**src/rtl/mem_arbiter.sv**
```systemverilog
// Two-requester round-robin arbiter and sequencer for a single-port memory.
// Each accepted command becomes a one-cycle enable; reads return one registered response.
module mem_arbiter #(
  parameter int unsigned ADDR_W = 9,
  parameter int unsigned DATA_W = 8
) (
  input  logic              clk,
  input  logic              rst_n,
  input  logic              req_valid_0,
  input  logic              req_valid_1,
  output logic              req_ready_0,
  output logic              req_ready_1,
  input  logic              req_rd_wr_0,
  input  logic              req_rd_wr_1,
  input  logic [ADDR_W-1:0] req_addr_0,
  input  logic [ADDR_W-1:0] req_addr_1,
  input  logic [DATA_W-1:0] req_wdata_0,
  input  logic [DATA_W-1:0] req_wdata_1,
  output logic              rsp_valid_0,
  output logic              rsp_valid_1,
  output logic [DATA_W-1:0] rsp_rdata_0,
  output logic [DATA_W-1:0] rsp_rdata_1,
  output logic              mem_enb,
  output logic              mem_rd_wr,
  output logic [ADDR_W-1:0] mem_addr,
  output logic [DATA_W-1:0] mem_wdata,
  input  logic [DATA_W-1:0] mem_rdata,
  output logic              busy
);

  typedef enum logic [1:0] {IDLE, CMD, CAPT} state_e;

  state_e              state_q, state_d;
  logic                last_grant_q, last_grant_d;
  logic                owner_q, owner_d;
  logic                mem_enb_q, mem_enb_d;
  logic                mem_rd_wr_q, mem_rd_wr_d;
  logic [ADDR_W-1:0]   mem_addr_q, mem_addr_d;
  logic [DATA_W-1:0]   mem_wdata_q, mem_wdata_d;
  logic                rsp_valid_0_q, rsp_valid_0_d;
  logic                rsp_valid_1_q, rsp_valid_1_d;
  logic [DATA_W-1:0]   rsp_rdata_0_q, rsp_rdata_0_d;
  logic [DATA_W-1:0]   rsp_rdata_1_q, rsp_rdata_1_d;

  logic grant_0, grant_1, accept, sel;

  // On contention the requester that did not win last time gets the port.
  always_comb begin
    grant_0     = req_valid_0 && (!req_valid_1 || last_grant_q);
    grant_1     = req_valid_1 && (!req_valid_0 || !last_grant_q);
    req_ready_0 = (state_q == IDLE) && grant_0;
    req_ready_1 = (state_q == IDLE) && grant_1;
    accept      = req_ready_0 || req_ready_1;
    sel         = req_ready_1;
  end

  always_comb begin
    state_d       = state_q;
    last_grant_d  = last_grant_q;
    owner_d       = owner_q;
    mem_enb_d     = 1'b0;
    mem_rd_wr_d   = mem_rd_wr_q;
    mem_addr_d    = mem_addr_q;
    mem_wdata_d   = mem_wdata_q;
    rsp_valid_0_d = 1'b0;
    rsp_valid_1_d = 1'b0;
    rsp_rdata_0_d = rsp_rdata_0_q;
    rsp_rdata_1_d = rsp_rdata_1_q;
    case (state_q)
      IDLE: begin
        if (accept) begin
          state_d      = CMD;
          mem_enb_d    = 1'b1;
          mem_rd_wr_d  = sel ? req_rd_wr_1 : req_rd_wr_0;
          mem_addr_d   = sel ? req_addr_1  : req_addr_0;
          mem_wdata_d  = sel ? req_wdata_1 : req_wdata_0;
          owner_d      = sel;
          last_grant_d = sel;
        end
      end
      CMD: begin
        state_d = mem_rd_wr_q ? CAPT : IDLE;
      end
      CAPT: begin
        // mem_rdata is only trusted here, the cycle after the read-enable edge.
        state_d = IDLE;
        if (owner_q) begin
          rsp_valid_1_d = 1'b1;
          rsp_rdata_1_d = mem_rdata;
        end else begin
          rsp_valid_0_d = 1'b1;
          rsp_rdata_0_d = mem_rdata;
        end
      end
      default: state_d = IDLE;
    endcase
  end

  always_ff @(posedge clk or negedge rst_n) begin
    if (!rst_n) begin
      state_q       <= IDLE;
      last_grant_q  <= 1'b1;
      owner_q       <= 1'b0;
      mem_enb_q     <= 1'b0;
      mem_rd_wr_q   <= 1'b1;
      mem_addr_q    <= '0;
      mem_wdata_q   <= '0;
      rsp_valid_0_q <= 1'b0;
      rsp_valid_1_q <= 1'b0;
      rsp_rdata_0_q <= '0;
      rsp_rdata_1_q <= '0;
    end else begin
      state_q       <= state_d;
      last_grant_q  <= last_grant_d;
      owner_q       <= owner_d;
      mem_enb_q     <= mem_enb_d;
      mem_rd_wr_q   <= mem_rd_wr_d;
      mem_addr_q    <= mem_addr_d;
      mem_wdata_q   <= mem_wdata_d;
      rsp_valid_0_q <= rsp_valid_0_d;
      rsp_valid_1_q <= rsp_valid_1_d;
      rsp_rdata_0_q <= rsp_rdata_0_d;
      rsp_rdata_1_q <= rsp_rdata_1_d;
    end
  end

  assign mem_enb     = mem_enb_q;
  assign mem_rd_wr   = mem_rd_wr_q;
  assign mem_addr    = mem_addr_q;
  assign mem_wdata   = mem_wdata_q;
  assign rsp_valid_0 = rsp_valid_0_q;
  assign rsp_valid_1 = rsp_valid_1_q;
  assign rsp_rdata_0 = rsp_rdata_0_q;
  assign rsp_rdata_1 = rsp_rdata_1_q;
  assign busy        = (state_q != IDLE);

endmodule

```
**config.mk**
```make
export PLATFORM = sky130hd
export DESIGN_NAME = mem_arbiter
export DESIGN_NICKNAME = d
export VERILOG_FILES = /design/src/rtl/mem_arbiter.sv
export SDC_FILE = /design/constraint.sdc
export NUM_CORES = 1
export LEC_CHECK = 0
export BUFFER_PORTS_ARGS = -buffer_cell sky130_fd_sc_hd__buf_4
export CELL_PAD_IN_SITES_DETAIL_PLACEMENT = 1
export CELL_PAD_IN_SITES_GLOBAL_PLACEMENT = 2
export CORE_AREA = 2 2 80 82
export CTS_BUF_LIST = sky130_fd_sc_hd__clkbuf_4
export CTS_CLUSTER_DIAMETER = 150
export CTS_CLUSTER_SIZE = 10
export DETAILED_ROUTE_END_ITERATION = 7
export DIE_AREA = 0 0 82 84
export PLACE_DENSITY = 0.86
export SKIP_LAST_GASP = 1
export SYNTH_ARGS = -nofsm -noshare
export SYNTH_HDL_FRONTEND = slang
export SYNTH_SLANG_ARGS = --single-unit
```
**constraint.sdc**
```tcl
create_clock -name clk -period 4.1 [get_ports clk]
set_input_delay 1.23 -clock clk [delete_from_list [all_inputs] [get_ports clk]]
set_output_delay 1.23 -clock clk [all_outputs]
set_load 0.01 [all_outputs]
```
==> out/results.tsv <==
metric	value	unit
status	finished clean	
HPWL after detailed placement	3640	um
gr usage total	15.0	%
Port Buffers	87	
die height	84	um
synthesized area per cell	13.3	um^2
setup violators final	0	
worst hold margin	0.516	ns
Final TNS setup	0	ns
post-synthesis register bit count	41	
diode count	0	
worst path bufs/invs	3	
worst path arrival time	2.21	ns
Relative slew margins	64.9	%
first-pass GRT wire length	7960	um
# IOs	88	
Clock Tree Root	clkbuf_4	
RSZ-0062 raised after global routing	no	
Combinational Power Share	51.6	%
CP max stage delay	0.26	ns
critical setup path kind	primary input to output port	
hold buffers post-CTS	0	
final hold vios	0	
P_sw	0.000715	W
Vias/cell	4.98	
most frequent cells in the layout	buf_4, dfrtp_1, and4_1, o21a_1, a311o_1	
Core Region	0.00610	mm^2
DRT iter0 DRCs	43	
Post-CTS Resized	0	
Tcrit/Tclk final	83.8	%
crit path max fanout	19	
CP required	2.87	ns
max-slew violations	0	
CP Cell Sequence	buf_4, nand2_2, nand3_4, inv_1, buf_4	
Leak Pwr	1.24	nW
YS warnings	0	
routed wire length	4920	um
DIE AREA	0.00689	mm^2
H-Tree Depth	2	
internal power	0.00122	W
Setup crit end kind	output port	
Hold Path Cell Cnt	2	
number of fillers in the final layout	674	
Flop pwr share	38.0	%
most common cell after layout, fill and taps aside	buf_4	
syn nets	189	
Setup Fix Bufs, Post-CTS	0	
Peak Freq	291	MHz
Reg area	0.00103	mm^2
delay-heaviest family, CP	simple AND/OR/NAND/NOR gates	
Multi-input gate area	756	um^2
TritonCTS Buffers	5	
number of global-route vias before repair	1685	
DRT antenna net count	0	
clock tree buffer depth	2	
Synth cell types	20	
Seq/Total Area, Yosys	54.9	%
gr ovfl total	0	
cell area after synthesis	0.00187	mm^2
Clock Sinks	41	
P&R area growth vs syn	39.8	%
placer congestion estimate	0.649	
pin count of the biggest net entering global routing	42	
slowest CP cell	nand3_4	
worst slack, placed	0.642	ns
# rows	29	
Max Cap Viol	0	
initial antenna violation count	0	
Clk network pwr share	10.4	%
Mapped Cells	141	
hold crit path type	flop to flop	
DRC viols	0	
CP dominant cell by count	buf_4	
Worst Setup Start Kind	primary input	
VDD IR max	253	uV
pwr dens	738	mW/mm^2
share of cells above drive strength 1	53.5	%
# nets final	273	
drt first pass iters	4	
CTS tree	yes	
Worst Skew	0.00646	ns
Vias	1509	
Initial Utilization	30.7	%
die width	82	um
slew of the pin with the lowest slew margin	0.527	ns
Stages on worst setup path	5	
setup ws final	0.664	ns
Worst R2R Path Depth	4	
minimum clock period	3.44	ns
sw frac	37.0	%
Clk Latency, worst-skew pair	0.35	ns
Routed WL per cell	16.2	um
Worst-path clk slew	0.12	ns
==> logic make-up (layout without fill, tap and decap cells) <==
family	Yosys count	after routing	share of synthesized area (%)
AND/OR/NAND/NOR	29	29	12.7
flip-flops	41	41	54.9
buffers and inverters	16	101	4.88
multiplexers	16	16	9.62
AO/OA/AOI/OAI	39	39	17.9
==> cells in the mapped netlist <==
library cell,count,area (um^2)
dfrtp_1,39,976
a311o_1,18,180
and4_1,18,158
o21a_1,18,135
mux2_2,16,180
buf_2,7,35.0
buf_6,3,33.8
inv_1,3,11.3
nor2_1,3,11.3
a21o_1,2,15.0
clkbuf_1,2,7.51
dfstp_2,2,52.6
nand2_1,2,7.51
nor2_4,2,22.5
a21oi_1,1,5.00
inv_2,1,3.75
nand2_2,1,6.26
nand3_4,1,17.5
nand3b_1,1,7.51
nor3b_1,1,7.51
==> worst register-to-register path: stages (launching register included) <==
cell and delay [ns]:
dfrtp_1 0.46, nor2_4 0.40, inv_2 0.29, nor2_4 0.46, a311o_1 0.26
==> metrics by stage <==
stage | area, um^2 | std cells | util (%) | power [W]
2_1_floorplan | 1870 | 141 | - | 0.00133
3_3_place_gp | 2560 | 295 | 42.1 | 0.00173
3_5_place_dp | 2560 | 295 | 42.1 | 0.00177
4_1_cts | 2620 | 303 | 43.0 | 0.00197
5_1_grt | 2620 | 303 | 43.0 | 0.00209
6_report | 2620 | 303 | 43.0 | 0.00193
==> worst paths after layout <==
path | startpoint | end | slack (ns)
max | req_valid_0 | req_ready_1 | 0.66
min | mem_rd_wr | state_q[1] | 0.52
max reg2reg | state_q[1] | mem_addr[8] | 2.17
min reg2reg | mem_rd_wr | state_q[1] | 0.52
max in group asynchronous | rst_n | mem_rd_wr | 2.89
min in group asynchronous | rst_n | rsp_valid_0 | 0.85
==> power groups by stage <==
stage / Sequential [W] / Combinational, W / Clock (W)
6_report: 0.000735 / 0.000997 / 0.000201
5_1_grt: 0.000764 / 0.00110 / 0.000233
4_1_cts: 0.000740 / 0.00102 / 0.000212
3_5_place_dp: 0.000750 / 0.00102 / 0
3_3_place_gp: 0.000735 / 0.000995 / 0
2_1_floorplan: 0.000814 / 0.000511 / 0
==> layer usage <==
layer  global-route usage (%)  wire, um
met5                        0         0
met4                     3.64        50
met3                     4.65       373
met2                     26.4      2530
met1                     17.5      1980
==> cell type report <==
| type | instances | area share (%) |
|---|---|---|
| clock buffer | 5 | 1.43 |
| multi-input combinational | 84 | 28.9 |
| timing repair buffer | 89 | 25.5 |
| clock inverter | 3 | 0.669 |
| sequential | 41 | 39.3 |
| inverter | 4 | 0.573 |
| tap | 77 | 3.68 |
==> sequential cells by signal (all words and copies together), names as in the netlist <==
signal / flops
rsp_rdata_0: 8
rsp_valid_1: 1
mem_enb: 1
mem_addr: 9
rsp_valid_0: 1
mem_rd_wr: 1
rsp_rdata_1: 8
owner_q: 1
last_grant_q: 1
state_q: 2
mem_wdata: 8
Note: power is estimated with default switching activity, not from simulation.
